## src/rtl/simon_pkg.sv

```systemverilog
// Shared constants and types for the Simon 128/128 round controller.
// Z2 is written first-bit-first, so SIMON_Z2[i] is the i-th bit of the sequence.
package simon_pkg;

  localparam int SIMON_N      = 64;
  localparam int SIMON_ROUNDS = 68;

  localparam logic [SIMON_N-1:0] SIMON_C = 64'hFFFF_FFFF_FFFF_FFFC;

  localparam logic [0:61] SIMON_Z2 =
    62'b10101111011100000011010010011000101000010001111110010110110011;

  typedef enum logic [1:0] {
    IDLE = 2'd0,
    RUN  = 2'd1,
    DONE = 2'd2
  } simon_state_e;

  typedef struct packed {
    logic [SIMON_N-1:0] x;
    logic [SIMON_N-1:0] y;
  } simon_block_t;

  // The sequence has period 62; rounds 62..67 reuse its first six bits.
  function automatic logic z2_bit(input logic [6:0] i);
    logic [6:0] j;
    j = (i >= 7'd62) ? (i - 7'd62) : i;
    return SIMON_Z2[j[5:0]];
  endfunction

endpackage

```

## src/rtl/simon_round.sv

```systemverilog
// One Simon 128/128 round plus one step of the two-word key schedule.
// Purely combinational; the controller registers every output.
module simon_round
  import simon_pkg::*;
(
  input  logic [SIMON_N-1:0] x,
  input  logic [SIMON_N-1:0] y,
  input  logic [SIMON_N-1:0] ka,
  input  logic [SIMON_N-1:0] kb,
  input  logic               z_bit,
  output logic [SIMON_N-1:0] x_next,
  output logic [SIMON_N-1:0] y_next,
  output logic [SIMON_N-1:0] ka_next,
  output logic [SIMON_N-1:0] kb_next
);

  logic [SIMON_N-1:0] x_rol1;
  logic [SIMON_N-1:0] x_rol2;
  logic [SIMON_N-1:0] x_rol8;
  logic [SIMON_N-1:0] kb_ror3;
  logic [SIMON_N-1:0] kb_ror4;

  assign x_rol1  = {x[62:0], x[63]};
  assign x_rol2  = {x[61:0], x[63:62]};
  assign x_rol8  = {x[55:0], x[63:56]};
  assign kb_ror3 = {kb[2:0], kb[63:3]};
  assign kb_ror4 = {kb[3:0], kb[63:4]};

  assign x_next  = y ^ (x_rol1 & x_rol8) ^ x_rol2 ^ ka;
  assign y_next  = x;
  assign ka_next = kb;
  // C already folds in the bitwise inversion of ka and the constant 3.
  assign kb_next = SIMON_C ^ {{(SIMON_N-1){1'b0}}, z_bit} ^ ka ^ kb_ror3 ^ kb_ror4;

endmodule

```

## src/rtl/simon_round_ctrl.sv

```systemverilog
// Simon 128/128 block sequencer: key/plaintext intake, 68 rounds at one per cycle,
// ciphertext return. All handshakes are valid/ready: a transfer happens on the
// rising edge where both are high; valid never waits on ready, and once raised
// m_tvalid and m_tdata hold until that transfer.
module simon_round_ctrl
  import simon_pkg::*;
#(
  parameter int ROUNDS = SIMON_ROUNDS,
  parameter int CNT_W  = 32
)
(
  input  logic             simon_data_clk,
  input  logic             simon_data_rstn,
  input  logic [127:0]     key_data,
  input  logic             key_valid,
  output logic             key_ready,
  input  logic [127:0]     s_tdata,
  input  logic             s_tvalid,
  output logic             s_tready,
  output logic [127:0]     m_tdata,
  output logic             m_tvalid,
  input  logic             m_tready,
  output logic             busy,
  output logic             key_loaded,
  output logic [CNT_W-1:0] blocks_done,
  output logic [1:0]       dbg_state
);

  localparam int RND_W = 7;

  simon_state_e       state;
  logic [RND_W-1:0]   rnd;
  simon_block_t       blk;
  logic [SIMON_N-1:0] ka;
  logic [SIMON_N-1:0] kb;
  logic [SIMON_N-1:0] key_k0;
  logic [SIMON_N-1:0] key_k1;

  logic [SIMON_N-1:0] x_next;
  logic [SIMON_N-1:0] y_next;
  logic [SIMON_N-1:0] ka_next;
  logic [SIMON_N-1:0] kb_next;

  logic accept;
  logic key_take;
  logic last_round;

  assign key_ready  = (state == IDLE);
  assign s_tready   = key_loaded & ((state == IDLE) | ((state == DONE) & m_tready));
  assign accept     = s_tvalid & s_tready;
  assign key_take   = key_valid & key_ready;
  assign busy       = (state != IDLE);
  assign dbg_state  = state;
  assign last_round = (rnd == RND_W'(ROUNDS - 1));

  simon_round u_round (
    .x       (blk.x),
    .y       (blk.y),
    .ka      (ka),
    .kb      (kb),
    .z_bit   (z2_bit(rnd)),
    .x_next  (x_next),
    .y_next  (y_next),
    .ka_next (ka_next),
    .kb_next (kb_next)
  );

  always_ff @(posedge simon_data_clk) begin
    if (!simon_data_rstn) begin
      state       <= IDLE;
      rnd         <= '0;
      blk         <= '0;
      ka          <= '0;
      kb          <= '0;
      key_k0      <= '0;
      key_k1      <= '0;
      key_loaded  <= 1'b0;
      m_tvalid    <= 1'b0;
      m_tdata     <= '0;
      blocks_done <= '0;
    end else begin
      // A block accepted alongside a key update still reads the old key registers.
      if (key_take) begin
        key_k0     <= key_data[63:0];
        key_k1     <= key_data[127:64];
        key_loaded <= 1'b1;
      end

      if (m_tvalid && m_tready) begin
        blocks_done <= blocks_done + CNT_W'(1);
      end

      case (state)
        RUN: begin
          blk.x <= x_next;
          blk.y <= y_next;
          ka    <= ka_next;
          kb    <= kb_next;
          rnd   <= rnd + RND_W'(1);
          if (last_round) begin
            state    <= DONE;
            m_tvalid <= 1'b1;
            m_tdata  <= {x_next, y_next};
          end
        end
        DONE: begin
          if (m_tready) begin
            m_tvalid <= 1'b0;
            state    <= IDLE;
          end
        end
        default: begin
        end
      endcase

      // Accept is only possible from IDLE or from DONE while the output drains.
      if (accept) begin
        blk.x <= s_tdata[127:64];
        blk.y <= s_tdata[63:0];
        ka    <= key_k0;
        kb    <= key_k1;
        rnd   <= '0;
        state <= RUN;
      end
    end
  end

endmodule

```

## config.mk

```make
export PLATFORM = sky130hd
export DESIGN_NAME = simon_round_ctrl
export DESIGN_NICKNAME = d
export VERILOG_FILES = /design/src/rtl/simon_pkg.sv /design/src/rtl/simon_round.sv /design/src/rtl/simon_round_ctrl.sv
export SDC_FILE = /design/constraint.sdc
export NUM_CORES = 1
export LEC_CHECK = 0
export ABC_AREA = 0
export ABC_CLOCK_PERIOD_IN_PS = 6000
export CAP_MARGIN = 20
export CORE_ASPECT_RATIO = 0.6
export CORE_MARGIN = 2
export CORE_UTILIZATION = 49
export CTS_CLUSTER_DIAMETER = 60
export CTS_CLUSTER_SIZE = 14
export DETAILED_ROUTE_END_ITERATION = 7
export PLACE_DENSITY = 0.85
export SETUP_SLACK_MARGIN = 0.02
export SYNTH_ARGS = -nofsm -noshare
export SYNTH_HDL_FRONTEND = slang
export SYNTH_SLANG_ARGS = --single-unit
export TNS_END_PERCENT = 50
```

## constraint.sdc

```tcl
create_clock -name simon_data_clk -period 6 [get_ports simon_data_clk]
set_input_delay 1.2 -clock simon_data_clk [delete_from_list [all_inputs] [get_ports simon_data_clk]]
set_output_delay 1.2 -clock simon_data_clk [all_outputs]
set_load 0.05 [all_outputs]
```

* Word-level counts from Yosys, hierarchy flattened
Memories as Yosys holds them, arrays and structs flattened.
Index checks and enable logic that the tools add are counted.
** Word-level totals
- Register bits :: 555
- ROM bits :: 64
- Input port bits :: 261
- Output and inout port bits :: 167
- Logic and storage cells :: 66
- Memories :: 1
** Memories
- (name not given) :: words 64, bits a word 1, rd ports 1, clocked after Yosys merged registers in 0, write ports 0, RTL line simon_pkg.sv:28 : return SIMON_Z2[j[5:0]];
** Operators by class
- Add/subtract/negate cells :: 3
- Order comparisons :: 2
- Equal/unequal tests :: 7
- Muxes and demuxes :: 16
- Bitwise operators :: 14
- Reductions and logical operators :: 10
** Operators with widths (number)
- bitwise XOR 64 bit :: 6
- two-way mux 128 bit :: 2
- two-way mux 64 bit :: 4
- AND 64 bit :: 1
- adder 32 x 1 -> 32 bit (second input constant) :: 1
- adder 7 x 1 -> 7 bit (second input constant) :: 1
- == test 7 bit (second input constant) :: 1
- greater-or-equal comparator 7 x 6 -> 1 bit (second input constant) :: 1
- greater-or-equal comparator 7 bit (second input constant) :: 1
- inverter 6 -> 7 bit :: 1
- two-way mux 6 bit :: 1
- != test 3 bit (second input constant) :: 2
- AND reduction 3 bit :: 2
- nonzero test 2 bit :: 3
- subtractor 6 bit (second input constant) :: 1
- two-way mux 1 bit :: 5
- AND 1 bit :: 4
- two-way mux 2 bit :: 2
- != test 2 bit (second input constant) :: 2
- case mux 2 bit (2 select lines) :: 1
- nonzero test 3 bit :: 1
- == test 2 x 1 -> 1 bit (second input constant) :: 1
- == test 2 bit (second input constant) :: 1
- zero test 2 bit :: 1
- other kinds (6) :: 6

* Depth between registers and ports, before layout
Gate-level depths: netlist (run 1).
- Depth in word-level cells :: 11
- Mapped depth :: 13
- Mapped depth without buffers :: 13

* Hierarchy
From an unflattened synthesis (run 1), not the netlist that was laid out.
** Second synthesis, totals
- Cell total of the unflattened synthesis :: 3249
- Area total of the unflattened synthesis :: 27397.5 um2
** Modules (own cells, without submodules)
- simon_round_ctrl :: times used 1, cells each 2800, area an instance 23064.6 um2, sequential area each 11110.7 um2
- simon_round :: times used 1, cells each 449, area an instance 4332.9 um2, sequential area each 0.0 um2

* Worst setup path before layout (run 1)
No wires, ideal clock.
- Path kind :: in2reg
- From :: input m_tready
- To :: register kb[21]
- Setup time :: 0.128 ns
- Data arrival time :: 3.659 ns
- Slack :: 2.213 ns
- Cell stages on the path :: 9
- Buffers on the path :: 3
- Cells stage by stage :: inv_1 -> a211oi_1 -> and2_1 -> buf_2 -> nor2_1 -> clkbuf_1 -> clkbuf_1 -> a221oi_1 -> nor2_1
** On the way
- Longest elaborated chain between the ends :: 5
** RTL lines
- from (decl) :: RTL line simon_round_ctrl.sv:22 : input logic m_tready,
- AND 1 bit (*) :: RTL line simon_round_ctrl.sv:49 : assign s_tready = key_loaded & ((state == IDLE) | ((state == DONE) & m_tready));
- OR 1 bit (*) :: RTL line simon_round_ctrl.sv:49
- AND 1 bit (*) :: RTL line simon_round_ctrl.sv:49
- named net s_tready :: RTL line simon_round_ctrl.sv:19 : output logic s_tready,
- AND 1 bit (*) :: RTL line simon_round_ctrl.sv:50 : assign accept = s_tvalid & s_tready;
- two-way mux 64 bit or nonzero test 2 bit (tied branches)
- to (signal assigned) :: RTL line simon_round_ctrl.sv:98 : kb <= kb_next;
- to (signal assigned) :: RTL line simon_round_ctrl.sv:121 : kb <= key_k1;
- to (decl) :: RTL line simon_round_ctrl.sv:35 : logic [SIMON_N-1:0] kb;
Mark *: on every way through the listed nets, which the timed path passes. The rest lies on a longest branch.
A chain may end at the register's enable or synchronous reset.

* Final worst setup path (run 1)
- From :: input m_tready
- To :: output s_tready
** On the way
- Longest elaborated chain between the ends :: 3
** RTL lines (RTL line)
- AND 1 bit :: simon_round_ctrl.sv:49
- OR 1 bit :: simon_round_ctrl.sv:49
- AND 1 bit :: simon_round_ctrl.sv:49
- to (decl) :: simon_round_ctrl.sv:19
No other way between the ends.

==> flow_summary.json, run 1 <==
{
  "final_antenna_net_count": 0,
  "rows": 62,
  "min_path_cells": 2,
  "dieArea_sq_um": 50100,
  "drv_slew": 0,
  "synthArstFlopShare": 0,
  "slowest_stage": "clkdlybuf4s50_1",
  "reg2reg_depth": 13,
  "run_status": "complete, no violations",
  "overflow": 0,
  "worstPathRequired_ns": 4.80,
  "synth_area_leaders": "dfxtp_1 47%, xnor2_1 10%, nand2_1 9.4%",
  "dr.pass1.iters": 8,
  "area_growth_pct": 24.5,
  "path_buf_inv": 3,
  "vdd_ir_drop_max_v": 0.000189,
  "die_w_um": 288,
  "hold_path_class": "reg -> reg",
  "max_slew_margin": 0.322,
  "synth.avg_cell_area_sq_um": 8.46,
  "antenna_found_initial": 8,
  "maxCapViolCount": 0,
  "synth_area_sq_um": 23600,
  "crit_family": "buffers and inverters",
  "crit_chain": "clkdlybuf4s50_1, inv_1, a211oi_1, clkdlybuf4s50_1",
  "crit_path_frequent_cell": "clkdlybuf4s50_1",
  "routed_via_density": 5.78,
  "fin_area_sq_um": 29400,
  "synth_seq_cells": 555,
  "grt_pass1_vias": 19841,
  "setup_tns_ns": 0,
  "register_area_sq_um": 11100,
  "routed-via-count": 21533,
  "yosysTopAreaCell": "dfxtp_1",
  "end_kind": "primary output",
  "drive_above_1_share": 0.0308,
  "min_period_over_period": 0.730,
  "clk_pin_slew_worst_paths_ns": 0.06,
  "fin_ws_ns": 1.62,
  "p_leak_nw": 9.95,
  "critical-path-max-stage-delay_ns": 0.89,
  "cts_resized": 0,
  "p_total_mw": 8.07,
  "instances_no_fill": 3728,
  "cp_max_fo": 5,
  "dp_hpwl_um": 49600,
  "ios": 428,
  "ys_types": 55,
  "cts_hold_buf": 0,
  "syn_nets": 3060,
  "portBuffers": 427,
  "die_h_um": 174,
  "grt_start_max_net_pins": 194,
  "cts_max_level": 2,
  "cp_data_arrival_time_ns": 3.18,
  "cts_root_buffer": "clkbuf_16",
  "yosysWarnings": 0,
  "setup_viol": 0,
  "yosysTopAreaCellShare": 0.470,
  "finalClockSkew_ns": 0.0107,
  "powerDensity_nw_per_um2": 274,
  "synthFlopType": "dfxtp_1",
  "synth_cells": 2793,
  "placed_area_sq_um": 28100,
  "multi_input_area_sq_um": 11700,
  "dp_slack_ns": 1.61,
  "critical_path_class": "in -> out",
  "clk_latency_ns": 0.56,
  "nNetsFinal": 3345,
  "synth_edf_count": 0,
  "grt_use_total": 0.282,
  "fin_crit_ns": 4.38,
  "gp_congestion": 0.885,
  "clock-sinks": 555,
  "yosysSeqAreaShare": 0.470,
  "final.fill_count": 4066,
  "cp-start-kind": "input port",
  "rsz0062_at_grt": "no",
  "cts_setup_buffers": 0,
  "initial_core_util": 0.495,
  "routed_wl_um": 73400,
  "core_sq_um": 47700,
  "wl_per_cell_um": 19.7,
  "finalHoldViolCount": 0,
  "grt_pass1_wl_um": 113000,
  "tightest_slew_ns": 1.02,
  "drt_iter0_drc": 2536,
  "max_freq_mhz": 228,
  "cts_tree": "done",
  "drc_errors": 0,
  "cts.path.max_buffers": 3,
  "post-place-cells": 3670,
  "cts_buffers": 46,
  "critical_path_cell_count": 4
}
-- sequential cells by signal, indices dropped and copies added, names as in the netlist, 2 cells and up --
name,flops
blk,128
blocks_done,32
dbg_state,2
ka,64
kb,64
key_k0,64
key_k1,64
m_tdata,128
rnd,7
-- path summary, 6_finish.rpt --
path                                    to                      from  slack (ns)
setup reg to reg        kb[0]$_SDFFE_PN0P_       rnd[0]$_SDFFE_PP0P_        2.33
hold reg to reg   m_tdata[30]$_SDFFE_PN0P_  m_tdata[30]$_SDFFE_PN0P_        0.45
hold / removal    m_tdata[30]$_SDFFE_PN0P_  m_tdata[30]$_SDFFE_PN0P_        0.45
setup / recovery                  s_tready                  m_tready        1.62
-- cells by family after synthesis --
kind of cell	after synthesis	synth area share
AO/OA/AOI/OAI	747	0.203
XOR/XNOR	354	0.131
adder cells (fa/ha/maj)	6	0.00318
buffers and inverters	221	0.0378
flip-flops	555	0.470
multiplexers	3	0.00132
AND/OR/NAND/NOR	907	0.153
-- cell type report --
type | count | area share
antenna | 5 | 0.000425
clock buffer | 50 | 0.0421
clock inverter | 3 | 0.00162
inverter | 11 | 0.00166
multi-input combinational | 2017 | 0.397
sequential | 555 | 0.378
tap | 640 | 0.0272
timing repair buffer | 447 | 0.153
-- layout by cell type, fill, tap and decap left out, types with 3 or more instances in the layout --
master,instances
inv_1,10
buf_12,6
ha_1,6
or3_1,4
o221ai_1,62
a21oi_1,397
nand2_1,591
nor3b_1,3
xnor2_1,271
xor2_1,83
a21o_1,3
and2_1,4
nand3_1,17
buf_4,14
a211oi_1,68
nor3_1,6
nor4_1,4
nor2b_1,4
and4_1,3
a22oi_1,128
and3_1,4
o21ai_0,7
o211ai_1,4
diode_2,5
dfxtp_1,555
a221oi_1,66
clkdlybuf4s50_1,426
nand4_1,11
clkbuf_16,49
nor2_1,236
-- cells in the mapped netlist (7+ instances only) --
cell,instances
a211oi_1,68
xnor2_1,271
nor2_1,237
nand3_1,17
a21oi_1,397
inv_1,10
a22oi_1,128
nand2_1,594
buf_1,12
dfxtp_1,555
buf_2,33
o221ai_1,62
xor2_1,83
nand4_1,11
a221oi_1,66
o21ai_0,7
clkbuf_1,160
-- power breakdown --
group          total [mW]  internal, mW  switching, mW  leakage [nW]
clock network        2.82          1.50           1.32         0.634
logic                1.11         0.524          0.588          4.80
registers            4.14          3.86          0.273          4.52
total                8.07          5.88           2.18          9.95
-- worst reg2reg max path, stage by stage, from the launching register on --
cell,delay (ns)
dfxtp_1,0.56
inv_1,0.20
ha_1,0.30
a21o_1,0.22
a211oi_1,0.35
or2_2,0.20
inv_1,0.06
ha_1,0.34
o211ai_1,0.11
nand4_1,0.13
a32o_1,0.31
a211oi_2,0.18
mux2_1,0.34
o31a_1,0.27
-- per-layer routing --
metal | track usage | share of wire
met1 | 0.402 | 0.43
met4 | 0.0977 | 0.037
met2 | 0.425 | 0.43
met5 | 0 | 0.00060
met3 | 0.0539 | 0.096
-- metrics by stage --
step | hold WS [ns] | utilization
2_1_floorplan | 0.436 | -
3_3_place_gp | 0.442 | 0.590
3_5_place_dp | 0.446 | 0.590
4_1_cts | 0.455 | 0.616
5_1_grt | 0.475 | 0.617
6_report | 0.452 | 0.617
Power figures use the tool's default switching activity.
==> run 2, diff against run 1 <==
Settings changed: ABC_CLOCK_PERIOD_IN_PS 6000 to 4100.
Clock period 6 ns to 4.1 ns, I/O delays scaled along.
==> run 2 against run 1 <==
Worst setup slack got worse by 1.1 ns. Sequential share of layout area fell by 0.18 points. Design area is 0.47% higher. Largest power group unchanged. Highest routed layer is now met4. Non-clock buffer count is 5 higher. Final cell count is 0.16% higher.
==> flow_summary.json, run 2 (synthesis results as in run 1) <==
{
  "run_status": "complete, no violations",
  "cp-start-kind": "input port",
  "hold_start": "m_tdata[32]$_SDFFE_PN0P_",
  "p_leak_nw": 10.0,
  "max_freq_mhz": 276,
  "fin_crit_ns": 3.62,
  "grt_pass1_wl_um": 114000,
  "cts_tree": "done",
  "antenna_found_initial": 4,
  "cts_buffers": 47,
  "setup_viol": 0,
  "nNetsFinal": 3351,
  "hold_slack_ns": 0.452,
  "max_slew_margin": 0.169,
  "cp_data_arrival_time_ns": 2.80,
  "overflow": 0,
  "core_sq_um": 47700,
  "ios": 428,
  "top_regs": "blk: 128 flops, m_tdata: 128 flops",
  "clk_latency_ns": 0.56,
  "hold_path_class": "reg -> reg",
  "layout_common_cells": "591 x nand2_1, 555 x dfxtp_1, 426 x clkdlybuf4s50_1, 397 x a21oi_1, 271 x xnor2_1",
  "end_kind": "primary output",
  "cts_max_level": 2,
  "rsz0062_at_grt": "no",
  "reg2reg_from": "rnd[0]$_SDFFE_PP0P_",
  "clock-sinks": 555,
  "wl_per_cell_um": 19.8,
  "dp_hpwl_um": 49900,
  "final_antenna_net_count": 0,
  "final_common_cell": "nand2_1",
  "setup_tns_ns": 0,
  "min_period_over_period": 0.883,
  "drive_above_1_share": 0.0327,
  "critical-path-max-stage-delay_ns": 0.89,
  "area_growth_pct": 25.1,
  "cp_max_fo": 5,
  "drc_errors": 0,
  "portBuffers": 427,
  "drt_iter0_drc": 2464,
  "cts.path.max_buffers": 3,
  "slowest_stage": "clkdlybuf4s50_1",
  "critical_path_class": "in -> out",
  "fin_util": 0.620,
  "cts_resized": 0,
  "vdd_ir_drop_max_v": 0.000261,
  "finalHoldViolCount": 0,
  "routed_via_density": 5.78,
  "gp_congestion": 0.884,
  "rows": 62,
  "powerDensity_nw_per_um2": 403,
  "cts_root_buffer": "clkbuf_16",
  "routed-via-count": 21594,
  "grt_start_max_net_pins": 200,
  "die_h_um": 174,
  "crit_path_frequent_cell": "clkdlybuf4s50_1",
  "dr.pass1.iters": 5,
  "clk_pin_slew_worst_paths_ns": 0.05,
  "cts_hold_buf": 0,
  "routed_wl_um": 73900,
  "grt_pass1_vias": 20199,
  "cts_setup_buffers": 0,
  "finalClockSkew_ns": 0.0173,
  "tightest_slew_ns": 1.25,
  "crit_chain": "clkdlybuf4s50_1, inv_1, a211oi_1, clkdlybuf4s50_1",
  "maxCapViolCount": 0,
  "grt_use_total": 0.285,
  "initial_core_util": 0.495,
  "drv_slew": 0,
  "dieArea_sq_um": 50100,
  "die_w_um": 288,
  "worstPathRequired_ns": 3.28,
  "crit_start": "m_tready"
}
-- run 2: cell types whose count changed in the layout (fill, tap and decap cells not counted), sizes merged --
cell    before  now
diode        5    4
inv         12   14
buf         21   26
clkinv       1    0
bufinv       1    2
-- run 2: final timing paths --
check / slack, ns / cells past startpoint / endpoint
setup / recovery: 0.48 / 4 / s_tready
hold / removal: 0.45 / 2 / m_tdata[32]$_SDFFE_PN0P_
setup reg to reg: 0.58 / 13 / kb[0]$_SDFFE_PN0P_
hold reg to reg: 0.45 / 2 / m_tdata[32]$_SDFFE_PN0P_
-- run 2: metal layers --
layer	vias up	track usage	part of all wire
li1	10159	-	-
met5	-	0	0
met3	153	0.0467	0.089
met2	1089	0.425	0.44
met4	0	0.113	0.039
met1	10193	0.410	0.43
-- run 2: worst max-delay path, delay by kind of cell --
| family | cells | cell delay, ns |
|---|---|---|
| compound gates | 1 | 0.44 |
| buf+inv | 3 | 1.54 |
-- run 2: report_power, final --
group / switching (mW) / internal (mW)
Sequential: 0.395 / 5.66
Clock: 1.96 / 2.25
Combinational: 0.873 / 0.780
Total: 3.23 / 8.68
-- run 2: through the flow --
step | instances | total power [mW] | setup slack, ns | instance area (sq um)
after global placement | 3675 | 7.74 | 0.517 | 28200
after global routing | 3734 | 12.3 | 0.252 | 29600
after floorplan | 2793 | 7.09 | 0.693 | 23600
after detailed placement | 3675 | 7.78 | 0.458 | 28200
final | 3734 | 11.9 | 0.480 | 29600
after CTS | 3730 | 11.9 | 0.463 | 29600
-- run 2: final cells by class --
type                            instances  area (sq um)
Sequential cell                       555         11100
Fill cell                            4082         18100
Clock buffer                           50          1230
Clock inverter                          5          86.3
Multi-Input combinational cell       2017         11700
Timing Repair Buffer                  452          4610
Tap cell                              640           801
Antenna cell                            4          10.0
Inverter                               11          48.8
